$ cat src/rtl/uart_pixel_rx.sv
// 8N1 serial receiver that turns pixel bytes into frame-buffer writes.
// Bytes with bit7 set rewind the write pointer to the top of the frame.
module uart_pixel_rx #(
  parameter int CLOCK_RATE = 1000,
  parameter int BAUD_RATE  = 100
) (
  input  logic       clk,
  input  logic       reset,
  input  logic       uart_data,
  output logic       wr_en,
  output logic [5:0] wr_addr,
  output logic [2:0] wr_data,
  output logic       frame_done,
  output logic       framing_error,
  output logic       busy
);

  localparam int CPB = CLOCK_RATE / BAUD_RATE;
  localparam int CW  = (CPB > 1) ? $clog2(CPB) : 1;
  localparam logic [CW-1:0] C_LAST = CW'(CPB - 1);
  localparam logic [CW-1:0] C_HALF = CW'(CPB / 2 - 1);

  if (CPB < 4) begin : g_bad_cpb
    $error("uart_pixel_rx: CLOCK_RATE/BAUD_RATE must be >= 4");
  end

  typedef enum logic [2:0] {
    S_IDLE, S_START, S_DATA, S_STOP, S_BREAK
  } state_t;

  state_t          r_state, w_state_n;
  logic [CW-1:0]   r_cnt, w_cnt_n;
  logic [2:0]      r_bit, w_bit_n;
  logic [7:0]      r_shift, w_shift_n;
  logic            r_sync1, r_rx_s;
  logic [5:0]      r_ptr;
  logic            w_accept, w_ferr;
  logic            w_unused;

  assign w_unused = ^r_shift[6:3];
  assign busy     = (r_state != S_IDLE);

  always_ff @(posedge clk or negedge reset) begin
    if (!reset) begin
      r_sync1 <= 1'b1;
      r_rx_s  <= 1'b1;
    end else begin
      r_sync1 <= uart_data;
      r_rx_s  <= r_sync1;
    end
  end

  always_ff @(posedge clk or negedge reset) begin
    if (!reset) begin
      r_state <= S_IDLE;
      r_cnt   <= '0;
      r_bit   <= '0;
      r_shift <= '0;
    end else begin
      r_state <= w_state_n;
      r_cnt   <= w_cnt_n;
      r_bit   <= w_bit_n;
      r_shift <= w_shift_n;
    end
  end

  always_comb begin
    w_state_n = r_state;
    w_cnt_n   = r_cnt + 1'b1;
    w_bit_n   = r_bit;
    w_shift_n = r_shift;
    w_accept  = 1'b0;
    w_ferr    = 1'b0;
    unique case (r_state)
      S_IDLE: begin
        w_cnt_n = '0;
        if (!r_rx_s) w_state_n = S_START;
      end
      S_START: begin
        if (r_cnt == C_HALF) begin
          w_cnt_n   = '0;
          w_bit_n   = '0;
          w_state_n = r_rx_s ? S_IDLE : S_DATA;
        end
      end
      S_DATA: begin
        if (r_cnt == C_LAST) begin
          w_cnt_n          = '0;
          w_shift_n[r_bit] = r_rx_s;
          w_bit_n          = r_bit + 1'b1;
          if (r_bit == 3'd7) w_state_n = S_STOP;
        end
      end
      S_STOP: begin
        if (r_cnt == C_LAST) begin
          w_cnt_n   = '0;
          w_accept  = r_rx_s;
          w_ferr    = !r_rx_s;
          w_state_n = r_rx_s ? S_IDLE : S_BREAK;
        end
      end
      S_BREAK: begin
        w_cnt_n = '0;
        if (r_rx_s) w_state_n = S_IDLE;
      end
      default: begin
        w_cnt_n   = '0;
        w_state_n = S_IDLE;
      end
    endcase
  end

  always_ff @(posedge clk or negedge reset) begin
    if (!reset) begin
      r_ptr         <= '0;
      wr_en         <= 1'b0;
      wr_addr       <= '0;
      wr_data       <= '0;
      frame_done    <= 1'b0;
      framing_error <= 1'b0;
    end else begin
      wr_en         <= 1'b0;
      frame_done    <= 1'b0;
      framing_error <= w_ferr;
      if (w_accept) begin
        if (r_shift[7]) begin
          r_ptr <= '0;
        end else begin
          wr_en      <= 1'b1;
          wr_addr    <= r_ptr;
          wr_data    <= r_shift[2:0];
          frame_done <= (r_ptr == 6'd63);
          r_ptr      <= r_ptr + 1'b1;
        end
      end
    end
  end

endmodule

$ cat config.mk
export PLATFORM = sky130hd
export DESIGN_NAME = uart_pixel_rx
export DESIGN_NICKNAME = d
export VERILOG_FILES = /design/src/rtl/uart_pixel_rx.sv
export SDC_FILE = /design/constraint.sdc
export NUM_CORES = 1
export LEC_CHECK = 0
export BUFFER_PORTS_ARGS = -buffer_cell sky130_fd_sc_hd__buf_2
export CAP_MARGIN = 40
export CORE_ASPECT_RATIO = 0.7
export CORE_UTILIZATION = 62
export DETAILED_ROUTE_END_ITERATION = 6
export GPL_TIMING_DRIVEN = 0
export PLACE_DENSITY = 0.83
export SYNTH_ARGS = -nofsm -noshare
export SYNTH_HDL_FRONTEND = slang
export SYNTH_SLANG_ARGS = --single-unit
$ cat constraint.sdc
create_clock -name clk -period 5.18 [get_ports clk]
set_clock_uncertainty 0.1 [all_clocks]
set_input_delay 0.259 -clock clk [delete_from_list [all_inputs] [get_ports clk]]
set_output_delay 0.259 -clock clk [all_outputs]
set_load 0.02 [all_outputs]
==> results of run 1 <==
==> synth_stat cells, types with 3 or more instances <==
library cell  instances
mux2_2                4
nand2_1              10
mux2_4                8
nor2_1               14
clkbuf_1              3
o2bb2ai_1             3
inv_1                 4
dfrtp_1              32
ha_1                  6
nand3_1               6
o21ai_0               5
==> through the flow <==
step	area, um^2	total power, mW	instances	setup WS (ps)	util
2_1_floorplan	1617	0.4244	139	3374	-
3_3_place_gp	1734	0.4525	188	3282	0.7053
3_5_place_dp	1734	0.4664	188	3206	0.7053
4_1_cts	1846	0.6651	198	3178	0.7506
5_1_grt	1846	0.7009	198	3097	0.7506
6_report	1846	0.6621	198	3174	0.7506
==> critical path, delay by kind of cell (launching register included) <==
family / cells / cell delay [ps]
adder cells (fa/ha/maj): 1 / 190
buffers and inverters: 3 / 410
flip-flops: 1 / 390
AND/OR/NAND/NOR: 2 / 480
multiplexers: 1 / 310
==> state kept, by name, summed over array words and instances (netlist names), 3 cells and up <==
register	count
r_bit	3
r_shift	4
r_ptr	6
wr_addr	6
wr_data	3
r_cnt	4
r_state	3
==> layer usage <==
layer,part of all wire,vias up,wire (um),track usage
li1,-,533,-,-
met1,0.48,536,1371,0.3154
met2,0.47,27,1360,0.3892
met3,0.046,2,131,0.06061
met4,0.0045,0,13,0.06512
met5,0,-,0,0
==> final timing paths <==
| check | startpoint | end | slack (ps) | cells past startpoint |
|---|---|---|---|---|
| setup / recovery | r_cnt[1]$_DFF_PN0_ | wr_addr[4]$_DFFE_PN0P_ | 3170 | 7 |
| hold / removal | r_sync1$_DFF_PN1_ | r_rx_s$_DFF_PN1_ | 260 | 0 |
| setup reg to reg | r_cnt[1]$_DFF_PN0_ | wr_addr[4]$_DFFE_PN0P_ | 3170 | 7 |
| hold reg to reg | r_sync1$_DFF_PN1_ | r_rx_s$_DFF_PN1_ | 260 | 0 |
| max in group asynchronous | reset | r_ptr[0]$_DFFE_PN0P_ | 4030 | 2 |
| min in group asynchronous | reset | r_state[1]$_DFFE_PN0P_ | 480 | 2 |
==> layout make-up <==
type	instances	area [um^2]
Buffer	7	43.79
Clock buffer	7	86.33
Clock inverter	1	5.005
Fill cell	167	613.1
Inverter	5	18.77
Multi-Input combinational cell	93	700.7
Sequential cell	34	853.3
Tap cell	34	42.54
Timing Repair Buffer	17	95.09
==> cell usage in the layout, fill, tap and decap left out, types with 2 or more instances in the layout <==
master	synthesis	layout
dfrtp_1	32	32
buf_2	2	17
nor2_1	14	14
nand2_1	10	10
mux2_4	8	8
nand3_1	6	6
ha_1	6	6
clkbuf_8	0	6
o21ai_0	5	5
inv_1	4	4
clkbuf_1	3	4
mux2_2	4	4
o2bb2ai_1	3	3
nand3b_1	2	2
buf_6	2	2
or3_1	2	2
xnor2_1	2	2
xor2_1	2	2
and2b_1	2	2
and3_1	2	2
o21ai_1	2	2
nor3b_1	2	2
mux2i_1	2	2
a22oi_1	2	2
dlygate4sd3_1	0	2
dfstp_2	2	2
==> power by group <==
part | switching, mW | internal, mW | total (mW)
clock network | 0.0919 | 0.107 | 0.199
registers | 0.0235 | 0.291 | 0.315
logic | 0.0887 | 0.0597 | 0.148
==> cell families after synthesis <==
group	Yosys count
muxes	15
and+or+nand+nor	48
buffers and inverters	12
adders and majority gates	6
AOI/OAI and AO/OA	20
xor gates and xnor gates	4
DFF	34
==> repair_timing <==
item                                   CTS  global route
resized for setup                        0             0
endpoints found under the hold margin   33             0
hold buffers                             2             0
==> impl_metrics.tcl, run 1 <==
set metrics [dict create \
    crit_path_max_incr_delay_ps 390 \
    yosys_warnings 0 \
    final_nets 172 \
    min_path_type "reg2reg" \
    worst_path_max_delay_cell "dfrtp_1" \
    antenna_found_initial 0 \
    period_needed_ps 2006 \
    syn_area_um2 1617 \
    ys_seq_area_frac 0.5279 \
    detail-route-antenna-nets 0 \
    ys_ff_latch 34 \
    yosysUniqueCellTypes 42 \
    ctsHtreeMaxLevel 2 \
    synth_top_flop_cell "dfrtp_1" \
    max_freq_ghz 0.4986 \
    vias 1098 \
    portBuffers 15 \
    grt_pass1_wl_um 4878 \
    synth_area_per_cell_um2 11.63 \
    start_util 0.6575 \
    die_h_um 44.72 \
    maxCapViolations 0 \
    clk_latency_ps 280 \
    fp.dieW_um 63.03 \
    crit_path_end_kind "flop" \
    routed_wl_um 2876 \
    synth_top_family_by_area "simple AND/OR/NAND/NOR gates" \
    drc_errors 0 \
    ir_worst_vdd_v 0.0002279 \
    path_max_fanout 10 \
    synthAdderAreaFrac 0.04644 \
    cts.clk_slew.worst_paths_ps 60 \
    criticalPathCategory "reg2reg" \
    worst_pin_slew_ps 731.8 \
    netlist_instances 139 \
    diodes 0 \
    cts_root_buffer "clkbuf_8" \
    startpoint_type "flop" \
    maxSlewHeadroom 0.5122 \
    crit_arrival_ps 2060 \
    post-synth-top-area-cell "dfrtp_1" \
    post-synth-top-area-fraction 0.4954 \
    finalSetupViolations 0 \
    first_pass_iters 4 \
    finalSetupTns_ps 0 \
    routedWlPerCell_um 14.53 \
    synthTopCellsByArea "dfrtp_1 (50%), mux2_4 (7.4%), ha_1 (4.6%)" \
    cts.sinks 34 \
    synth-simple-area-share 0.1602 \
    cts_tree "yes" \
    num_io_pins 16 \
    synthMuxAreaShare 0.1215 \
    rsz0062_at_grt "false" \
    synth-compound-area-share 0.08359 \
    syn_nets 148 \
    hpwl_um 1988 \
    synthXorXnorAreaFrac 0.02167 \
    grt_pass1_vias 1058 \
    holdWs_ps 256.5 \
    maxSlewViolCount 0 \
    status "finished, final reports clean" \
    drive_gt1_frac 0.2622 \
    core_area_um2 2459 \
    grt_max_degree 35 \
    overflow 0 \
    drtIter0Drc 36 \
    period_share 0.3872 \
    viasPerCell 5.545 \
    synth-edff-count 0 \
    gp_congestion 0.8037 \
    async_reset_ff_frac 1.000 \
    power_density_nw_per_um2 358.8 \
    grt_usage 0.2355 \
    hold_viol 0 \
    crit_chain "inv_1, ha_1, and4b_1, buf_6, and4_4, buf_6, mux2_4" \
    crit_required_ps 5240 \
    cts_buffer_depth 2 \
    leakage_nw 0.9027 \
    die-area_um2 2819 \
    rows 15 \
    cpMostUsedCell "buf_6" \
    post-cts-setup-buffers 0 \
    areaGrowthSynthToFinish_pct 14.16 \
    numCtsBuffers 5 \
]
Power figures use the tool's default switching activity.
==> inputs of run 2 (changes only) <==
ABC_AREA = 1   (was not set)
CORE_UTILIZATION = 57   (was 62)
PLACE_DENSITY = 0.77   (was 0.83)
clock period = 2 ns   (was 5.18 ns; I/O delays follow)
==> impl_metrics.tcl, run 2 <==
set metrics [dict create \
    num_io_pins 16 \
    synth-edff-count 0 \
    period_needed_ps 1705 \
    hpwl_um 2187 \
    finalSetupTns_ps 0 \
    crit_arrival_ps 1780 \
    power.switching_uw 624.9 \
    syn_nets 189 \
    detail-route-antenna-nets 0 \
    power_mw 1.808 \
    ctsHtreeMaxLevel 2 \
    overflow 0 \
    synthTopCellsByArea "dfrtp_1 (49%), nand2_1 (12%), inv_1 (5.2%)" \
    vias 1224 \
    pwr-share-seq 0.455 \
    leakage_nw 0.9701 \
    cts_root_buffer "clkbuf_8" \
    fp.dieW_um 66.32 \
    p_int_mw 1.183 \
    criticalPathCategory "reg2reg" \
    grt_usage 0.2257 \
    numCtsBuffers 5 \
    startpoint_type "flop" \
    min_path_type "reg2reg" \
    routedWlPerCell_um 12.70 \
    cts_buffer_depth 2 \
    status "finished, final reports clean" \
    grt_pass1_vias 1101 \
    rsz0062_at_grt "false" \
    viasPerCell 5.121 \
    yosysUniqueCellTypes 25 \
    hold_viol 0 \
    worst_pin_slew_ps 726.8 \
    ir_worst_vdd_v 0.0007019 \
    synthTopCellsByCount "nand2_1 (54), dfrtp_1 (32), inv_1 (23), nand3_1 (11), nor2_1 (10)" \
    comb_power_share 0.264 \
    final_nets 213 \
    worst_path_max_delay_cell "dfrtp_1" \
    finalSetupViolations 0 \
    die_h_um 47.02 \
    crit_path_end_kind "flop" \
    ys_seq_area_frac 0.5171 \
    reg_top3 "r_ptr x6, wr_addr x6" \
    yosys_warnings 0 \
    drtIter0Drc 100 \
    cpMostUsedCell "nand2_1" \
    cts_tree "yes" \
    portBuffers 15 \
    die-area_um2 3118 \
    crit_chain "inv_1, ha_1, nand3_2, nor2_4, o21ai_0, nand2_1, nand2_1" \
    ys_ff_latch 34 \
    post-synth-top-area-cell "dfrtp_1" \
    netlist_instances 180 \
    core_area_um2 2590 \
    rows 15 \
    period_share 0.8525 \
    diodes 0 \
    drive_gt1_frac 0.2244 \
    antenna_found_initial 0 \
    holdWs_ps 271.8 \
    synth_top_flop_cell "dfrtp_1" \
    areaGrowthSynthToFinish_pct 13.80 \
    clk_latency_ps 280 \
    crit_required_ps 2070 \
    final_common_cell "nand2_1" \
    p_sw_frac 0.3457 \
    async_reset_ff_frac 1.000 \
    cts.clk_slew.worst_paths_ps 70 \
    max_freq_ghz 0.5865 \
    grt_max_degree 35 \
    crit_path_max_incr_delay_ps 400 \
    grt_pass1_wl_um 4912 \
    path_max_fanout 8 \
    start_util 0.6372 \
    maxSlewViolCount 0 \
    synth_area_per_cell_um2 9.169 \
    drc_errors 0 \
    maxSlewHeadroom 0.5155 \
    gp_congestion 0.8275 \
    clock_power_share 0.282 \
    final_cell_mix "nand2_1 (54), dfrtp_1 (32), inv_1 (23)" \
    routed_wl_um 3036 \
    syn_area_um2 1650 \
    post-synth-top-area-fraction 0.4852 \
    power_density_nw_per_um2 962.5 \
    first_pass_iters 4 \
    maxCapViolations 0 \
    cts.sinks 34 \
    synth.most_common_cell "nand2_1" \
]
## run 2: what timing repair did
item	4_1_cts	5_1_grt
setup buffers	0	0
hold buffers	2	0
endpoints found under the hold margin	33	0
resized for setup	0	0
## run 2: power by group through the flow
stage | Clock (mW) | Combinational (mW) | Sequential [mW]
after floorplan | 0 | 0.357 | 0.820
after global placement | 0 | 0.437 | 0.829
after CTS | 0.520 | 0.473 | 0.821
final | 0.509 | 0.476 | 0.822
after global routing | 0.550 | 0.542 | 0.829
after detailed placement | 0 | 0.467 | 0.833
## run 2: final timing paths
check / from / cells past startpoint / slack, ps / end
max: r_cnt[1]$_DFF_PN0_ / 7 / 300 / r_bit[2]$_DFFE_PN0P_
min: r_sync1$_DFF_PN1_ / 0 / 270 / r_rx_s$_DFF_PN1_
max reg2reg: r_cnt[1]$_DFF_PN0_ / 7 / 300 / r_bit[2]$_DFFE_PN0P_
min reg2reg: r_sync1$_DFF_PN1_ / 0 / 270 / r_rx_s$_DFF_PN1_
max in group asynchronous: reset / 2 / 1020 / r_shift[1]$_DFFE_PN0P_
min in group asynchronous: reset / 2 / 320 / r_state[2]$_DFFE_PN0P_
## run 2: metal layers
metal  global-route usage  routed length [um]  vias up
met5                    0                   0        -
met4              0.09362                  10        0
met3              0.08010                 172        2
met2               0.3898                1433       39
met1               0.2648                1419      558
li1                     -                   -      625
## run 2: cell type report
cell class	count	area, um^2
Clock buffer	8	90.09
Multi-Input combinational cell	120	684.4
Buffer	2	22.52
Inverter	24	90.09
Tap cell	34	42.54
Sequential cell	34	853.3
Fill cell	195	711.9
Timing Repair Buffer	17	95.09
## run 2: cell families after synthesis
| family | Yosys count | share of synthesized area |
|---|---|---|
| and+or+nand+nor | 91 | 0.2608 |
| xor gates and xnor gates | 4 | 0.02123 |
| DFF | 34 | 0.5171 |
| buffers and inverters | 26 | 0.06823 |
| adders and majority gates | 6 | 0.04549 |
| AOI/OAI and AO/OA | 19 | 0.08718 |
## run 2: per-stage QoR
| stage | worst slack (ps) | utilization | cells | cell area (um^2) |
|---|---|---|---|---|
| floorplan | 513.0 | - | 180 | 1650 |
| global placement | 364.5 | 0.6826 | 229 | 1768 |
| detailed placement | 321.4 | 0.6826 | 229 | 1768 |
| CTS | 311.6 | 0.7251 | 239 | 1878 |
| global route | 127.4 | 0.7251 | 239 | 1878 |
| finish | 295.1 | 0.7251 | 239 | 1878 |
## run 2: worst max-delay path: cells and delay by family, from the launching register on
family,cells,cell delay (ps)
flip-flops,1,400
AND/OR/NAND/NOR,4,630
adder cells (fa/ha/maj),1,160
AO/OA/AOI/OAI,1,220
buffers and inverters,1,90
